File: src/rtl/regfile_scoreboard.sv
// ============================================================================
// regfile_scoreboard: register file with per-entry busy scoreboard, init FSM
// Revision: 1.0
// ============================================================================
`default_nettype none

module regfile_scoreboard #(
  parameter int WIDTH     = 32,
  parameter int DEPTH     = 32,
  parameter int ADDR_W    = $clog2(DEPTH),
  parameter int ZERO_REG  = 1,
  parameter int BYPASS    = 1,
  parameter int INIT_MODE = 0
) (
  input  logic              clk_i,
  input  logic              rst_ni,
  input  logic [ADDR_W-1:0] rs1_addr_i,
  input  logic [ADDR_W-1:0] rs2_addr_i,
  output logic [WIDTH-1:0]  rd1_o,
  output logic [WIDTH-1:0]  rd2_o,
  input  logic              we_i,
  input  logic [ADDR_W-1:0] wa_i,
  input  logic [WIDTH-1:0]  wd_i,
  input  logic              rsv_valid_i,
  input  logic [ADDR_W-1:0] rsv_addr_i,
  output logic              busy1_o,
  output logic              busy2_o,
  output logic              hazard_o,
  output logic              ready_o
);

  typedef enum logic [0:0] {
    S_INIT = 1'b0,
    S_RUN  = 1'b1
  } state_e;

  localparam logic [ADDR_W-1:0] c_LAST_IDX = ADDR_W'(DEPTH - 1);

  state_e              state_q, state_d;
  logic [ADDR_W-1:0]   init_cnt_q, init_cnt_d;
  logic [DEPTH-1:0]    busy_q, busy_d;
  logic [WIDTH-1:0]    mem_q [DEPTH];

  logic                w_run;
  logic                w_wa_zero;
  logic                w_rsv_zero;
  logic                w_mem_we;
  logic [ADDR_W-1:0]   w_mem_wa;
  logic [WIDTH-1:0]    w_mem_wd;

  assign w_run      = (state_q == S_RUN);
  assign w_wa_zero  = (ZERO_REG != 0) && (wa_i == '0);
  assign w_rsv_zero = (ZERO_REG != 0) && (rsv_addr_i == '0);
  assign ready_o    = w_run;

  always_comb begin
    state_d    = state_q;
    init_cnt_d = init_cnt_q;
    busy_d     = busy_q;
    w_mem_we   = 1'b0;
    w_mem_wa   = wa_i;
    w_mem_wd   = wd_i;
    if (state_q == S_INIT) begin
      w_mem_we   = 1'b1;
      w_mem_wa   = init_cnt_q;
      w_mem_wd   = (INIT_MODE == 1) ? WIDTH'(init_cnt_q) : '0;
      init_cnt_d = init_cnt_q + 1'b1;
      if (init_cnt_q == c_LAST_IDX) begin
        state_d = S_RUN;
      end
    end else begin
      w_mem_we = we_i && !w_wa_zero;
      // Clear before set so a same-address reserve leaves the entry busy.
      if (we_i) begin
        busy_d[wa_i] = 1'b0;
      end
      if (rsv_valid_i && !w_rsv_zero) begin
        busy_d[rsv_addr_i] = 1'b1;
      end
    end
  end

  always_ff @(posedge clk_i) begin
    if (!rst_ni) begin
      state_q    <= S_INIT;
      init_cnt_q <= '0;
      busy_q     <= '0;
    end else begin
      state_q    <= state_d;
      init_cnt_q <= init_cnt_d;
      busy_q     <= busy_d;
    end
  end

  always_ff @(posedge clk_i) begin
    if (rst_ni && w_mem_we) begin
      mem_q[w_mem_wa] <= w_mem_wd;
    end
  end

  logic [ADDR_W-1:0] w_rs_addr [2];
  logic [WIDTH-1:0]  w_rd      [2];
  logic              w_busy    [2];

  assign w_rs_addr[0] = rs1_addr_i;
  assign w_rs_addr[1] = rs2_addr_i;

  for (genvar g = 0; g < 2; g++) begin : g_rd_port
    logic w_zero_hit;
    logic w_bypass_hit;
    assign w_zero_hit   = (ZERO_REG != 0) && (w_rs_addr[g] == '0);
    assign w_bypass_hit = (BYPASS != 0) && we_i && (wa_i == w_rs_addr[g]);
    assign w_rd[g]      = (!w_run || w_zero_hit) ? '0
                        : w_bypass_hit ? wd_i : mem_q[w_rs_addr[g]];
    assign w_busy[g]    = w_run && !w_zero_hit && busy_q[w_rs_addr[g]] && !w_bypass_hit;
  end

  assign rd1_o    = w_rd[0];
  assign rd2_o    = w_rd[1];
  assign busy1_o  = w_busy[0];
  assign busy2_o  = w_busy[1];
  assign hazard_o = w_busy[0] || w_busy[1];

endmodule

`default_nettype wire

File: config.mk
export PLATFORM = sky130hd
export DESIGN_NAME = regfile_scoreboard
export DESIGN_NICKNAME = d
export VERILOG_FILES = /design/src/rtl/regfile_scoreboard.sv
export SDC_FILE = /design/constraint.sdc
export NUM_CORES = 1
export LEC_CHECK = 0
export ABC_AREA = 0
export BUFFER_PORTS_ARGS = -buffer_cell sky130_fd_sc_hd__buf_2
export CORE_AREA = 2 2 430 304
export CTS_CLUSTER_SIZE = 8
export DETAILED_ROUTE_END_ITERATION = 10
export DIE_AREA = 0 0 432 306
export PLACE_DENSITY_LB_ADDON = 0.08
export SLEW_MARGIN = 20
export SYNTH_ARGS = -nofsm -noshare
export SYNTH_HDL_FRONTEND = slang
export SYNTH_SLANG_ARGS = --single-unit
File: constraint.sdc
create_clock -name clk_i -period 8.3 [get_ports clk_i]
set_input_delay 0.83 -clock clk_i [delete_from_list [all_inputs] [get_ports clk_i]]
set_output_delay 0.83 -clock clk_i [all_outputs]
set_load 0.01 [all_outputs]
==> impl_metrics.ini <==
[status]
run_status = finished, final reports clean

[synth]
syn_area_per_cell_sq_um = 17.2
ys_seq_elements = 1062
synth_edf_count = 1024
yosysTopAreaCellShare_pct = 60.3
yosysTopAreaCell = edfxtp_1
synth.distinct_cells = 54
syn-cell-area_sq_um = 51000
synth_cells = 2960
synth_top_flop_cell = edfxtp_1
synth_async_sr_flop_share_pct = 0
synth_seq_area_share_pct = 61.8
synthTopCellsByArea = edfxtp_1, mux4_2, mux2i_1
yosys_warnings = 0
synthesis.nets = 3018

[placement]
place_inst = 4584
io_buffers = 123
dp_hpwl_mm = 94.5
place_area_sq_um = 53300
gp_congestion = 0.821

[global_route]
grt_pass1_vias = 32500
grt_use_total_pct = 26.1
grt_pass1_wl_mm = 243
overflow = 0
grt_use_met3_pct = 4.27
grt_max_degree = 109
antenna_found_initial = 5
grt_use_met2_pct = 41.2
busiest_layer = met2
grt_util_met1_pct = 36.9

[pwr]
power_density_nw_per_um2 = 212
leakagePower_nw = 18.9
vdd_drop_max_v = 0.000178
power.total_mw = 12.2

[sta]
slew_headroom_pct = 18.7
maxSlewViolCount = 0
tightest_slew_ps = 1220
tns_ps = 0
fin_crit_ps = 5050
setup-violations-final = 0
fin_crit_sh_pct = 60.9
max_freq_mhz = 198
clock_skew_ps = 27.3
rsz0062_at_grt = no
finalHoldViolations = 0

[clocking]
clk_pin_slew_ps = 50
cts_buffers = 150
clk_latency_ps = 780
cts_setup_buffers = 0
tritoncts = done
postCtsHoldBufs = 0
clkSinkCount = 1062
ctsHtreeMaxLevel = 4
cts_root_buffer = clkbuf_16
post_cts_resize_count = 0
max-clock-path-buffers = 3

[route]
routed_wl_mm = 173
wl_per_cell_microns = 36.3
via_per_inst = 6.58
drtAntennaViolNets = 0
drc = 0
first_pass_iters = 5
drtIter0Drc = 3618
vias = 31400

[die]
fp-row-count = 110
io_pins = 124
start_util_pct = 39.9
dieHeight_microns = 306
die-area_sq_um = 132000
fp.dieW_microns = 432
fp.coreArea_sq_um = 128000

[layout]
final_nets = 3115
final_cell_area_sq_um = 57400
layout-drive-gt1-share_pct = 27.2
final_cell_mix = edfxtp_1, mux4_2, mux2i_1
mostFrequentLayoutCell = edfxtp_1
final_cells = 4767
area_growth_pct = 12.6

[hold_path]
min_path_type = in -> reg

[flow_run]
max_cap_viol_count = 0

[setup_path]
cp.required_ps = 7470
critPathLaunchType = input port
end_kind = output port
critPathArrivalTime_ps = 4220
path_max_fanout = 41
critical_path_class = in -> out
-- layout make-up --
type | instances | area, sq um
fillers | 10900 | 70500
clock buffers | 169 | 3930
diodes | 3 | 7.51
clock inverters | 10 | 103
inverters | 8 | 30.0
multi-input cells | 1635 | 18400
well taps | 1680 | 2100
repair buffers | 200 | 1330
flip-flops and latches | 1062 | 31500
-- power by group --
part	switching [mW]	internal, mW
logic	0.492	0.327
registers	0.0168	5.84
clock network	2.22	3.29
-- sequential cells by signal (all words and copies together) (netlist names) --
signal,flops
mem_q,1024
busy_q,32
init_cnt_q,5
ready_o,1
-- cell usage after synthesis, drive strengths merged, types with 38 or more instances --
cell / count
edfxtp: 1024
mux4: 373
mux2i: 317
buf: 159
a21oi: 127
a221oi: 124
clkbuf: 96
a22oi: 93
nand2: 66
a211oi: 63
a211o: 62
o21bai: 62
nor2: 54
nor2b: 42
dfxtp: 38
-- layer usage --
metal / routed length, microns / part of all wire (%) / vias to the layer above
met1: 74000 / 43 / 16700
met4: 4810 / 2.8 / 2
met3: 13600 / 7.8 / 300
li1: - / - / 12800
met5: 13 / 0.0075 / -
met2: 80800 / 47 / 1570
-- final timing paths --
check	from	cells after the start	slack [ps]	to
worst max register to register	ready_o	6	4050	mem_q[18][14]
worst min register to register	busy_q[0]	1	490	busy_q[0]
worst min-delay path	rst_ni	2	320	busy_q[0]
worst max-delay path	rs2_addr_i[2]	9	3250	rd2_o[29]
-- worst max-delay path: stages --
cell and delay [ps]:
buf_4 520, buf_4 700, xnor2_1 220, nand4_1 210
o211ai_1 220, buf_4 680, a21oi_1 250, a211o_1 380
buf_2 160
-- metrics by stage --
| stage | utilization [%] | hold WS, ps | setup slack (ps) |
|---|---|---|---|
| global placement | 41.7 | 468 | 3390 |
| global route | 44.9 | 300 | 3180 |
| finish | 44.9 | 318 | 3250 |
| detailed placement | 41.7 | 477 | 3300 |
| CTS | 44.9 | 265 | 3250 |
| floorplan | - | 452 | 4570 |
-- logic make-up (layout without fill, tap and decap cells) --
family	count (synthesis)	after routing	share of synthesized area, %
adder cells (fa/ha/maj)	2	2	0.0491
AND/OR/NAND/NOR	249	249	2.47
buffers and inverters	263	387	2.78
other	0	3	0
flip-flops	1062	1062	61.8
AO/OA/AOI/OAI	648	648	9.23
XOR/XNOR	12	12	0.206
multiplexers	724	724	23.5
Power figures use the tool's default switching activity.
